**config.mk**
```make
export PLATFORM = sky130hd
export DESIGN_NAME = rr_stream_mux
export DESIGN_NICKNAME = d
export VERILOG_FILES = /design/src/rtl/rr_stream_mux.sv
export SDC_FILE = /design/constraint.sdc
export NUM_CORES = 1
export LEC_CHECK = 0
export ABC_CLOCK_PERIOD_IN_PS = 1700
export CORE_MARGIN = 4
export CORE_UTILIZATION = 37
export DETAILED_ROUTE_END_ITERATION = 12
export GPL_ROUTABILITY_DRIVEN = 0
export GPL_TIMING_DRIVEN = 0
export PLACE_DENSITY = 0.77
export REMOVE_ABC_BUFFERS = 1
export SETUP_SLACK_MARGIN = 0.4
export SYNTH_ARGS = -nofsm -noshare
export SYNTH_HDL_FRONTEND = slang
export SYNTH_SLANG_ARGS = --single-unit
```
**constraint.sdc**
```tcl
create_clock -name i_clk -period 1.7 [get_ports i_clk]
set_clock_uncertainty 0.15 [all_clocks]
set_input_delay 0.34 -clock i_clk [delete_from_list [all_inputs] [get_ports i_clk]]
set_output_delay 0.34 -clock i_clk [all_outputs]
set_load 0.01 [all_outputs]
```
**src/rtl/rr_stream_mux.sv**
```systemverilog
// rr_stream_mux: packet-locked stream mux driven by an external
// round-robin arbiter, with a registered single-beat output stage.
module rr_stream_mux #(
  parameter int PORTS  = 2,
  parameter int DATA_W = 32
) (
  input  logic                      i_clk,
  input  logic                      i_rstn,
  input  logic [PORTS-1:0]          i_valid,
  input  logic [PORTS*DATA_W-1:0]   i_data,
  input  logic [PORTS-1:0]          i_last,
  output logic [PORTS-1:0]          o_ready,
  output logic [PORTS-1:0]          o_req_vec,
  input  logic [PORTS-1:0]          i_grant_vec,
  output logic                      o_valid,
  output logic [DATA_W-1:0]         o_data,
  output logic                      o_last,
  output logic [$clog2(PORTS)-1:0]  o_src,
  input  logic                      i_ready,
  output logic                      o_grant_err
);

  localparam int SRC_W = $clog2(PORTS);

  typedef enum logic {
    IDLE,
    PKT
  } lock_e;

  lock_e             state_q, state_d;
  logic [SRC_W-1:0]  lock_q, lock_d;
  logic [PORTS-1:0]  rel_q, rel_d;
  logic              valid_q, valid_d;
  logic [DATA_W-1:0] data_q, data_d;
  logic              last_q, last_d;
  logic [SRC_W-1:0]  src_q, src_d;
  logic              err_q, err_d;

  logic              grant_multi;
  logic              grant_one;
  logic              load_en;
  logic [PORTS-1:0]  lock_mask;
  logic [PORTS-1:0]  acc_vec;
  logic              accept;
  logic [SRC_W-1:0]  acc_idx;
  logic [DATA_W-1:0] acc_data;
  logic              acc_last;

  // Handshake, request masking and accepted-beat selection.
  always_comb begin
    grant_multi = |(i_grant_vec & (i_grant_vec - PORTS'(1)));
    grant_one   = (i_grant_vec != '0) && !grant_multi;
    load_en     = !valid_q || i_ready;
    lock_mask   = '0;
    lock_mask[lock_q] = 1'b1;
    o_ready     = '0;
    if (i_rstn && grant_one && load_en)
      o_ready = i_grant_vec;
    o_req_vec = '0;
    if (i_rstn) begin
      if (state_q == PKT)
        o_req_vec = i_valid & lock_mask;
      else
        o_req_vec = i_valid & ~rel_q;
    end
    acc_vec  = i_valid & o_ready;
    accept   = |acc_vec;
    acc_idx  = '0;
    acc_data = '0;
    acc_last = 1'b0;
    for (int p = 0; p < PORTS; p++) begin
      if (acc_vec[p]) begin
        acc_idx  = SRC_W'(p);
        acc_data = i_data[p*DATA_W +: DATA_W];
        acc_last = i_last[p];
      end
    end
  end

  // Lock FSM, release mask, output register and sticky grant error.
  always_comb begin
    state_d = state_q;
    lock_d  = lock_q;
    rel_d   = '0;
    valid_d = valid_q;
    data_d  = data_q;
    last_d  = last_q;
    src_d   = src_q;
    err_d   = err_q | grant_multi
            | (|(i_grant_vec & ~o_req_vec));
    unique case (state_q)
      IDLE: if (accept && !acc_last) begin
        state_d = PKT;
        lock_d  = acc_idx;
      end
      PKT: if (accept && acc_last)
        state_d = IDLE;
      default: state_d = IDLE;
    endcase
    if (accept && acc_last)
      rel_d[acc_idx] = 1'b1;
    if (load_en) begin
      valid_d = accept;
      if (accept) begin
        data_d = acc_data;
        last_d = acc_last;
        src_d  = acc_idx;
      end
    end
  end

  // State registers.
  always_ff @(posedge i_clk or negedge i_rstn) begin
    if (!i_rstn) begin
      state_q <= IDLE;
      lock_q  <= '0;
      rel_q   <= '0;
      valid_q <= 1'b0;
      data_q  <= '0;
      last_q  <= 1'b0;
      src_q   <= '0;
      err_q   <= 1'b0;
    end else begin
      state_q <= state_d;
      lock_q  <= lock_d;
      rel_q   <= rel_d;
      valid_q <= valid_d;
      data_q  <= data_d;
      last_q  <= last_d;
      src_q   <= src_d;
      err_q   <= err_d;
    end
  end

  assign o_valid     = valid_q;
  assign o_data      = data_q;
  assign o_last      = last_q;
  assign o_src       = src_q;
  assign o_grant_err = err_q;

endmodule

```
# After elaboration in Yosys (flattened, before gate mapping)
# Cells that the tools add are included.
dict set report totals {
  out_inout_bits 40
  ff_bits 40
  elab_cells 56
}
dict set report classes {
  reduce_logical 17
  n_mux 16
  n_lt_le_gt_ge 4
  addsub 1
  n_bitwise 10
}
# op n
set ops {}
lappend ops {{two-way mux 32 bit} 2}
lappend ops {{AND 2 bit} 5}
lappend ops {{two-way mux 2 bit} 4}
lappend ops {{logical AND 1 bit} 7}
lappend ops {{two-way mux 1 bit} 7}
lappend ops {{OR reduction 2 bit} 3}
lappend ops {{less-than comparator 1 x 2 -> 1 bit, second input constant} 2}
lappend ops {{inverter 2 bit} 2}
lappend ops {{AND reduction 2 bit} 2}
lappend ops {{zero test 1 bit} 3}
lappend ops {{demux 1 bit (select 1 bit)} 2}
lappend ops {{>= comparator 1 bit, second input constant} 2}
lappend ops {{OR 1 bit} 2}
lappend ops {{one-hot mux 1 bit (2 select lines)} 1}
lappend ops {{nonzero test 2 bit} 1}
lappend ops {{subtractor 2 x 1 -> 2 bit, second input constant} 1}
lappend ops {{logical OR 1 bit} 1}
lappend ops {{inverter 1 bit} 1}

# Longest topological paths before layout
# Gate-level depths: netlist (run 1).
dict set report logic_depth {
  depth_word 15
  ltp_mapped 6
}

# Worst setup path before layout (run 1)
# No wires, ideal clock.
dict set report synth_timing {
  path_type {input to output}
  startpoint {input port i_grant_vec[0]}
  endpoint {output port o_ready[0]}
  cell_stages 5
  t_required_ns 1.210
  arrival_time_ns 1.410
  slack_ns -0.200
  path_buffers 2
  path_cell_list {ha_1 -> nand2_2 -> clkbuf_1 -> clkbuf_1 -> nor3_1}
}
dict set report synth_between {
  elab_chain_cells 8
}
# item line_no
set synth_lines {}
lappend synth_lines {{start: declaration} 14} ;# input logic [PORTS-1:0] i_grant_vec,
lappend synth_lines {{subtractor 2 x 1 -> 2 bit} 51} ;# grant_multi = |(i_grant_vec & (i_grant_vec - PORTS'(1)));
lappend synth_lines {{AND 2 bit} 51}
lappend synth_lines {{OR reduction 2 bit} 51}
lappend synth_lines {{zero test 1 bit} 52} ;# grant_one = (i_grant_vec != '0) && !grant_multi;
lappend synth_lines {{logical AND 1 bit} 52}
lappend synth_lines {{logical AND 1 bit (2 in a row)} 57} ;# if (i_rstn && grant_one && load_en)
lappend synth_lines {{two-way mux 2 bit *} 57}
lappend synth_lines {{end: declaration} 12} ;# output logic [PORTS-1:0] o_ready,
# Mark *: on every way between the ends. The rest lies on a longest branch, timed or not.

# Final worst setup path (run 1)
dict set report layout_timing {
  startpoint {input port i_grant_vec[1]}
  endpoint {output port o_ready[1]}
}
# The elaborated chain is that of the path after synthesis.

==> results of run 1 <==
per-stage QoR:
stage	utilization (%)	setup slack (ps)	total power [uW]	hold WS, ps
2_1_floorplan	-	-1070	1900	-106
3_3_place_gp	53.9	-4200	2690	317
3_5_place_dp	55.7	-1930	2760	134
4_1_cts	60.7	-12.5	3460	207
5_1_grt	65.5	-37.3	3850	151
6_report	65.5	-8.42	3660	102
what timing repair did:
| action | CTS | global route |
|---|---|---|
| hold buffers | 3 | 0 |
| pin swaps | 9 | 27 |
| gates cloned | 7 | 5 |
| buffers inserted | 18 | 13 |
| resized for setup | 205 | 27 |
| setup endpoints to repair | 80 | 94 |
| endpoints found under the hold margin | 14 | 0 |
worst min path at each step:
stage	slack, ps	to	startpoint	depth (start not counted)
2_1_floorplan	-110	lock_q	i_rstn	0
3_3_place_gp	320	o_grant_err	o_grant_err	2
3_5_place_dp	130	o_data[5]	i_rstn	1
4_1_cts	210	o_grant_err	i_grant_vec[0]	4
5_1_grt	150	o_data[10]	i_rstn	2
6_report	100	o_data[10]	i_rstn	2
area by class of cell:
type                            count  area [um2]  area share (%)
Multi-Input combinational cell    166        1410            34.1
Tap cell                           77        96.3            2.33
Sequential cell                    40        1000            24.2
Inverter                            3        11.3           0.272
Timing Repair Buffer              158        1530            36.9
Clock buffer                        8        90.1            2.18
cells in the final DEF (no fill, tap or decap), types with 3 or more instances in the layout:
master / n
clkdlybuf4s50_1: 66
dfrtp_1: 40
o31ai_1: 34
buf_2: 33
nor4_1: 30
a31oi_1: 30
buf_4: 30
or4b_1: 29
buf_6: 10
or3_4: 6
clkbuf_8: 6
buf_12: 5
or4b_4: 4
nor2_1: 4
buf_16: 4
inv_1: 3
nor2b_4: 3
a31oi_2: 3
nor4_2: 3
flip-flops by register name, indices dropped and copies added (netlist names):
signal and cells:
state_q 1, rel_q 2, o_last 1, o_grant_err 1, o_valid 1, o_src 1
o_data 32, lock_q 1
metal layers:
| layer | wire [um] | vias up |
|---|---|---|
| li1 | - | 1270 |
| met1 | 4000 | 1375 |
| met2 | 4750 | 123 |
| met3 | 569 | 23 |
| met4 | 237 | 0 |
| met5 | 0 | - |
power by group through the flow:
stage	combinational, uW	clock, uW	sequential (uW)
floorplan	427	0	1470
global route	1750	711	1390
detailed placement	1390	0	1370
CTS	1430	683	1350
global placement	1320	0	1360
finish	1640	656	1360
cells by family (layout without fill, tap and decap cells):
logic type               count (synthesis)  count (layout)  synth area share, %
AO/OA/AOI/OAI                           75              75                 21.7
flip-flops                              40              40                 41.9
buffers and inverters                   40             169                 8.85
AND/OR/NAND/NOR                         85              90                 27.0
adder cells (fa/ha/maj)                  1               1                0.524
==> metrics.md, run 1 <==
| Metric | Value |
|---|---|
| Status | finished, violations left |
| Failing checks | negative setup slack |
| Clock power share | 17.9% |
| Die Y | 88.3 um |
| LEAKAGE | 0.00162 uW |
| CTS tree | yes |
| Max-cap viol count | 0 |
| Synth warnings | 0 |
| Hold Fails Final Rpt | 0 |
| Area after DPL | 3520 um2 |
| Drt drc | 0 |
| Switching Fraction | 33.4% |
| First-pass GRT wire length | 13.8 mm |
| Met3 Usage GRT | 4.75% |
| Setup violators final | 1 |
| Met2 Use GR | 36.5% |
| Yosys cell types | 28 |
| Mapped Cells | 241 |
| Final HPWL DP | 4.62 mm |
| I/O pin count | 113 |
| RSZ-0062 raised after global routing | true |
| Area of the mapped netlist | 2390 um2 |
| Tmin final | 1710 ps |
| Critical path origin | i_grant_vec[1] |
| Initial Util | 37.8% |
| TritonCTS Buffers | 5 |
| Worst EP required | 1210 ps |
| Syn_area_per_cell | 9.91 um2 |
| Core Region | 6310 um2 |
| First-pass DRT Iterations | 4 |
| Placed Cells | 398 |
| Peak VDD IR | 0.497 mV |
| Worst path max stage delay | 280 ps |
| Yosys top cell by area | dfrtp_1 |
| Vias in the first global route | 2656 |
| H-tree levels | 2 |
| Grt peak-use layer | met2 |
| Final Cycle Share | 100% |
| Final wirelength | 9.56 mm |
| Total power divided by cell area | 885 nW/um2 |
| Worst R2R Setup Slack | 50 ps |
| Critical path type | primary input to output pin |
| Yosys reg bits | 40 |
| Gr usage total | 22.5% |
| # nets final | 448 |
| Reg2reg end | o_last |
| Final Worst Setup Slack | -8.42 ps |
| Die width | 88.3 um |
| Worst Hold Class | primary input to async pin |
| Crit path launch type | primary input |
| Ys async rst share | 100% |
| Clk_lat worst skew | 280 ps |
| Layout area overhead | 73.2% |
| Psw | 1220 uW |
| Int Power | 2440 uW |
| Sequential cell fraction of total power | 37.2% |
| CP Max Fanout | 6 |
| Fin Setup TNS | -8.42 ps |
| Synth top area cells | dfrtp_1 42%, or4b_1 14%, o31ai_1 11% |
| IO Port Bufs | 112 |
| Die Area | 7800 um2 |
| Vias per cell | 6.17 |
| Critical Path Sink Type | output pin |
| Gate power share | 44.9% |
| Core Rows | 29 |
| Layout cells sized above 1 | 32.8% |
| Antenna fix cells | 0 |
| CP Depth | 5 |
| Final instance area | 4140 um2 |
| CTS Sinks | 40 |
| Wire length per cell | 21.1 um |
| Root buf cell | clkbuf_8 |
| Most used DFF post-synth | dfrtp_1 |
| CP max stage cell | ha_4 |
| DRT antenna net count | 0 |
| Crit path buffers/inverters | 2 |
| Non-Filler Instances | 452 |
| Initial antenna violation count | 0 |
| Slew Limit Fails | 0 |
| 1st-iter DRT viols | 191 |
| Max Clk Rate | 585 MHz |
| Register area share after synthesis | 41.9% |
| Total congestion overflow | 0 |
| Most frequent cell after synthesis | dfrtp_1 |
| Worst r2r path cells | 4 |
| Slew @ Worst Pin | 676 ps |
| CP endpoint | o_ready[1] |
| Vias post-DR | 2791 |
| Largest net degree at the start of global routing | 56 |
| Top post-synthesis cells by count | 40 x dfrtp_1, 34 x a31oi_1, 34 x o31ai_1, 33 x nor4_1, 33 x or4b_1 |
| Post-synth top area share | 41.9% |
| Fillcell total | 533 |
| Critical-path cell list | buf_12 > ha_4 > nand2_8 > nor3_4 > buf_2 |
| Met1 usage | 29.3% |
| Worst-path clk slew | 80 ps |
| R2r startpoint | o_valid |
| Arr. time, crit path | 1220 ps |
| Number of synthesized flops with an enable pin | 0 |
| Delay-heaviest family, CP | simple AND/OR/NAND/NOR gates |
| Clock Path Buffers | 2 |
| Slew headroom | 55.0% |
(Power assumes the default switching activity.)
==> run 2: changes to the inputs <==
--- a/config.mk
+++ b/config.mk
@@ -6,11 +6,11 @@
 export NUM_CORES = 1
 export LEC_CHECK = 0
 export ABC_CLOCK_PERIOD_IN_PS = 1700
+export CORE_ASPECT_RATIO = 1.25
 export CORE_MARGIN = 4
 export CORE_UTILIZATION = 37
 export DETAILED_ROUTE_END_ITERATION = 12
 export GPL_ROUTABILITY_DRIVEN = 0
-export GPL_TIMING_DRIVEN = 0
 export PLACE_DENSITY = 0.77
 export REMOVE_ABC_BUFFERS = 1
 export SETUP_SLACK_MARGIN = 0.4
==> run 2 against run 1 <==
Flip-flop and latch count did not move. Wire length up 22%. Critical path depth is the same. Worst hold slack got worse by 27 ps. Critical path type is now flop to flop. Core utilization increased by 15 points. The flow still finishes with violations (negative setup slack). Clock power increased by 1%. Fmax down 10%. Combinational power is 34% higher. Register-to-register slack lost 260 ps. Clock-buffer cell count did not move. Final area rose by 20%.
==> metrics.md, run 2 (same netlist as run 1, synthesis figures left out) <==
| Metric | Value |
|---|---|
| Placed Cells | 447 |
| CP Max Fanout | 7 |
| Final Cycle Share | 112% |
| Final Worst Setup Slack | -208 ps |
| Final wirelength | 11.7 mm |
| Worst R2R Setup Slack | -210 ps |
| Switching Fraction | 34.1% |
| Non-Filler Instances | 507 |
| Worst-path clk slew | 80 ps |
| Antenna fix cells | 0 |
| Initial antenna violation count | 0 |
| Fillcell total | 373 |
| Failing checks | negative setup slack |
| R2r startpoint | o_valid |
| Critical path type | flop to flop |
| Slew headroom | 72.9% |
| Gr usage total | 24.5% |
| Die width | 79.9 um |
| Total congestion overflow | 0 |
| Clk_lat worst skew | 290 ps |
| 1st-iter DRT viols | 195 |
| Reg2reg end | o_data[19] |
| Vias post-DR | 3074 |
| Multi-input logic area | 1570 um2 |
| Final HPWL DP | 5.55 mm |
| Number of flip-flops in the largest register | 32 |
| Crit path launch type | flop |
| Worst r2r path cells | 5 |
| H-tree levels | 2 |
| Sequential cell fraction of total power | 32.8% |
| Slew Limit Fails | 0 |
| Arr. time, crit path | 1920 ps |
| Max Clk Rate | 524 MHz |
| I/O pin count | 113 |
| Worst EP required | 1710 ps |
| LEAKAGE | 0.00203 uW |
| TritonCTS Buffers | 5 |
| Sequential cell area | 1000 um2 |
| Clock power share | 15.6% |
| Worst Hold Class | primary input to async pin |
| Layout area overhead | 109% |
| First-pass DRT Iterations | 4 |
| Psw | 1450 uW |
| Fin Setup TNS | -1430 ps |
| Hold Fails Final Rpt | 0 |
| Drt drc | 0 |
| Die Y | 97.8 um |
| Vias per cell | 6.06 |
| DRT antenna net count | 0 |
| Core Rows | 32 |
| Die Area | 7810 um2 |
| Layout cells sized above 1 | 47.2% |
| Gate power share | 51.6% |
| RSZ-0062 raised after global routing | true |
| Slew @ Worst Pin | 403 ps |
| Setup violators final | 32 |
| IO Port Bufs | 112 |
| Vias in the first global route | 2981 |
| First-pass GRT wire length | 15.2 mm |
| Int Power | 2800 uW |
| Wire length per cell | 23.1 um |
| Clock Path Buffers | 2 |
| Most frequent cells in the layout | 66 x clkdlybuf4s50_1, 64 x buf_4, 40 x dfrtp_1 |
| Largest net degree at the start of global routing | 31 |
| Core Region | 6210 um2 |
| Tmin final | 1910 ps |
| Initial Util | 38.5% |
| Root buf cell | clkbuf_8 |
| Status | finished, violations left |
| # nets final | 495 |
| CTS Sinks | 40 |
| Max-cap viol count | 0 |
| Critical Path Sink Type | flop |
| Most common cell after layout, fill and taps aside | clkdlybuf4s50_1 |
| Peak VDD IR | 0.529 mV |
| Total power divided by cell area | 854 nW/um2 |
| CTS tree | yes |
-- run 2: cell types whose count changed in the layout (fill, tap and decap cells not counted), sizes merged --
cell	change
buf	+46
bufbuf	+6
or3	-5
clkbuf	+1
dlygate4sd2	+1
dlygate4sd3	-1
dlymetal6s4s	-1
-- run 2: metal layers --
layer	wire length (um)	part of all wire (%)	track usage, %	vias to the layer above
li1	-	-	-	1361
met5	0	0	0	-
met2	6090	52	43.5	135
met3	716	6.1	4.43	28
met1	4480	38	30.2	1550
met4	412	3.5	6.37	0
-- run 2: power groups by stage --
stage                     Combinational [uW]  Sequential, uW  Clock, uW
after CTS                               1720            1350        664
after floorplan                          427            1470          0
final                                   2190            1390        664
after global routing                    2300            1410        703
after detailed placement                1560            1370          0
after global placement                  1520            1360          0
-- run 2: worst max path at each step --
stage,depth (start not counted),end,from
detailed placement,5,o_ready[1],i_grant_vec[1]
global route,4,o_req_vec[0],state_q
CTS,5,o_data[12],o_valid
finish,5,o_data[19],o_valid
floorplan,4,o_src,i_grant_vec[0]
global placement,5,o_ready[1],i_grant_vec[1]
-- run 2: repair_timing --
| item | in CTS | in global routing |
|---|---|---|
| hold buffers | 1 | 0 |
| endpoints found under the hold margin | 10 | 0 |
| cloned | 9 | 4 |
| resized for setup | 214 | 50 |
| pin swaps | 55 | 14 |
| endpoints found under the setup margin | 80 | 80 |
| setup buffers | 19 | 19 |
-- run 2: final cells by class --
| cell class | instances | share of cell area, % |
|---|---|---|
| flip-flops and latches | 40 | 20.1 |
| repair buffers | 210 | 44.3 |
| clock buffers | 8 | 1.81 |
| well taps | 85 | 2.14 |
| inverters | 3 | 0.226 |
| multi-input cells | 161 | 31.5 |
-- run 2: metrics by stage --
| step | hold WS [ps] | utilization [%] | cell area (um2) | setup slack [ps] | power [uW] |
|---|---|---|---|---|---|
| 2_1_floorplan | -106 | - | 2190 | -1070 | 1900 |
| 3_3_place_gp | 32.6 | 63.1 | 3910 | -737 | 2880 |
| 3_5_place_dp | 31.8 | 63.1 | 3910 | -800 | 2920 |
| 4_1_cts | 44.9 | 71.6 | 4440 | -8.26 | 3740 |
| 5_1_grt | 108 | 80.3 | 4980 | -191 | 4420 |
| 6_report | 75.1 | 80.3 | 4980 | -208 | 4250 |
-- run 2: worst max-delay path, cell delays in order, from the launching register on --
cell and delay, ps:
dfrtp_1 380, nor2b_4 150, buf_8 140, buf_12 140, or4b_4 530, a31oi_1 290
==> edit, RTL diff (flow settings as in run 2) <==
`DATA_W`: 32 -> 16.
--- a/src/rtl/rr_stream_mux.sv
+++ b/src/rtl/rr_stream_mux.sv
@@ -4,3 +4,3 @@
   parameter int PORTS  = 2,
-  parameter int DATA_W = 32
+  parameter int DATA_W = 16
 ) (
Interface: changed (resized i_data and o_data); port bits go from 113 to 65. No check against the original RTL was run, so the function may have changed too.
==> edit against run 2 <==
  * Highest routed layer unchanged
  * Worst setup slack gained 0.13 ns
  * Clock power shrank 23%
  * Sequential cell count shrank 16
  * Wire length shrank 51%
  * Count of clock-buffer cells in the layout shrank 5
  * Synthesized area shrank 43%
  * Largest power group unchanged
  * Design area shrank 48%
  * The flow still finishes with violations (setup timing)
  * Total power shrank 44%
==> edit: results (changes against run 2) <==
metric	value	unit	change
critPathKind	in -> reg		was reg -> reg
wire_length_of_the_first_global_routing_pass	8.55	mm	was 15.2 mm
routed-via-count	1762		was 3074
place_area	0.00222	mm²	was 0.00391 mm²
cp_slowest_cell	clkdlybuf4s50_1		was or4b_4
critPathTopFamily	buffers and inverters		was simple AND/OR/NAND/NOR gates
antenna_found_initial	1		was 0
buffers_on_ports	64		was 112
yosys_warnings	0		unchanged
synth.area.top_cells	dfrtp_1 44%, o31ai_1 9.9%, a31oi_1 8.2%		was dfrtp_1 42%, or4b_1 14%, o31ai_1 11%
p_int	0.00162	W	was 0.00280 W
place_worst_setup_slack	-0.758	ns	was -0.800 ns
reg2reg_to	o_data[15]		was o_data[19]
ys_types	27		was 28
cts_made_buffers	3		was 5
ir_worst_vdd	0.533	mV	was 0.529 mV
regToRegSetupSlack	-0.07	ns	was -0.21 ns
fillCellCount	231		was 373
reg2regPathDepth	5		unchanged
largest_register_ffs	16		was 32
worst_skew_pair.late_latency	0.27	ns	was 0.29 ns
worstPathMaxFanout	9		was 7
tns	-0.211	ns	was -1.43 ns
post_drt_via_cell_ratio	6.10		was 6.06
yosys.area_share.adder	0.914	%	was 0.524%
holdCritPathClass	in -> async		unchanged
wl_per_cell	20.0	µm	was 23.1 µm
synth-seq-area-share	43.9	%	was 41.9%
maximum_number_of_pins_on_one_net_before_global_route_repair	45		was 31
finalSetupViolCount	11		was 32
ys_dominant_reg_cell	dfrtp_1		unchanged
pg_seq	0.000811	W	was 0.00139 W
async_flop_share	100	%	unchanged
slew_headroom	74.9	%	was 72.9%
fin_nets	292		was 495
syn-instance-count	147		was 241
timing.critical_path.slowest_cell_delay	0.49	ns	was 0.53 ns
post-layout-total-power	0.00239	W	was 0.00425 W
cts.clk_slew.worst_paths	0.09	ns	
crit_arrival	1.76	ns	was 1.92 ns
layout_cells_sized_above_1	42.6	%	was 47.2%
synth.area.mux_share	0	%	unchanged
htree_levels	1		was 2
r2r-start	o_valid		unchanged
failing_checks	setup timing		unchanged
post_synth_most_frequent_cells	24 x dfrtp_1, 18 x a31oi_1, 18 x o31ai_1		was 40 x dfrtp_1, 34 x a31oi_1, 34 x o31ai_1
dp_hpwl	3.45	mm	was 5.55 mm
track_usage	21.7	%	was 24.5%
clk_root_buffer_cell	clkbuf_8		unchanged
status	finished, violations left		unchanged
dp.cells	260		was 447
p_clk_share	21.3	%	was 15.6%
power.static_leakage	1.04	nW	was 2.03 nW
drt-initial-drc-count	101		was 195
synth-compound-area-share	21.6	%	was 21.7%
timing.hold.ws	0.0800	ns	was 0.0751 ns
startpoint	i_valid[1]		was o_valid
final.setup.worst_slack	-0.0754	ns	was -0.208 ns
-- edit: repair_timing --
action                     CTS  global route
pin swaps                    8             5
setup buffers               12             9
gates resized for setup    137            14
gates cloned                 3             0
setup endpoints to repair   48            47
-- edit: layout make-up --
class / count / area (µm²) / share of cell area, %
timing repair buffer: 114 / 1000 / 39.0
multi-input combinational: 104 / 833 / 32.4
sequential: 24 / 601 / 23.4
tap: 39 / 48.8 / 1.90
clock buffer: 3 / 41.3 / 1.61
clock inverter: 1 / 30.0 / 1.17
inverter: 3 / 11.3 / 0.438
antenna: 1 / 2.50 / 0.0974
-- edit: layer usage --
metal | share of wire, % | track usage [%]
met2 | 53 | 39.7
met4 | 1.6 | 4.67
met1 | 38 | 25.4
met5 | 0 | 0
met3 | 7.5 | 4.87
-- edit: worst reg2reg max path: cells and delay by family (launching register included) --
kind,cells,cell delay (ns)
buf+inv,2,0.31
compound gates,1,0.22
flops,1,0.40
simple gates,2,0.60
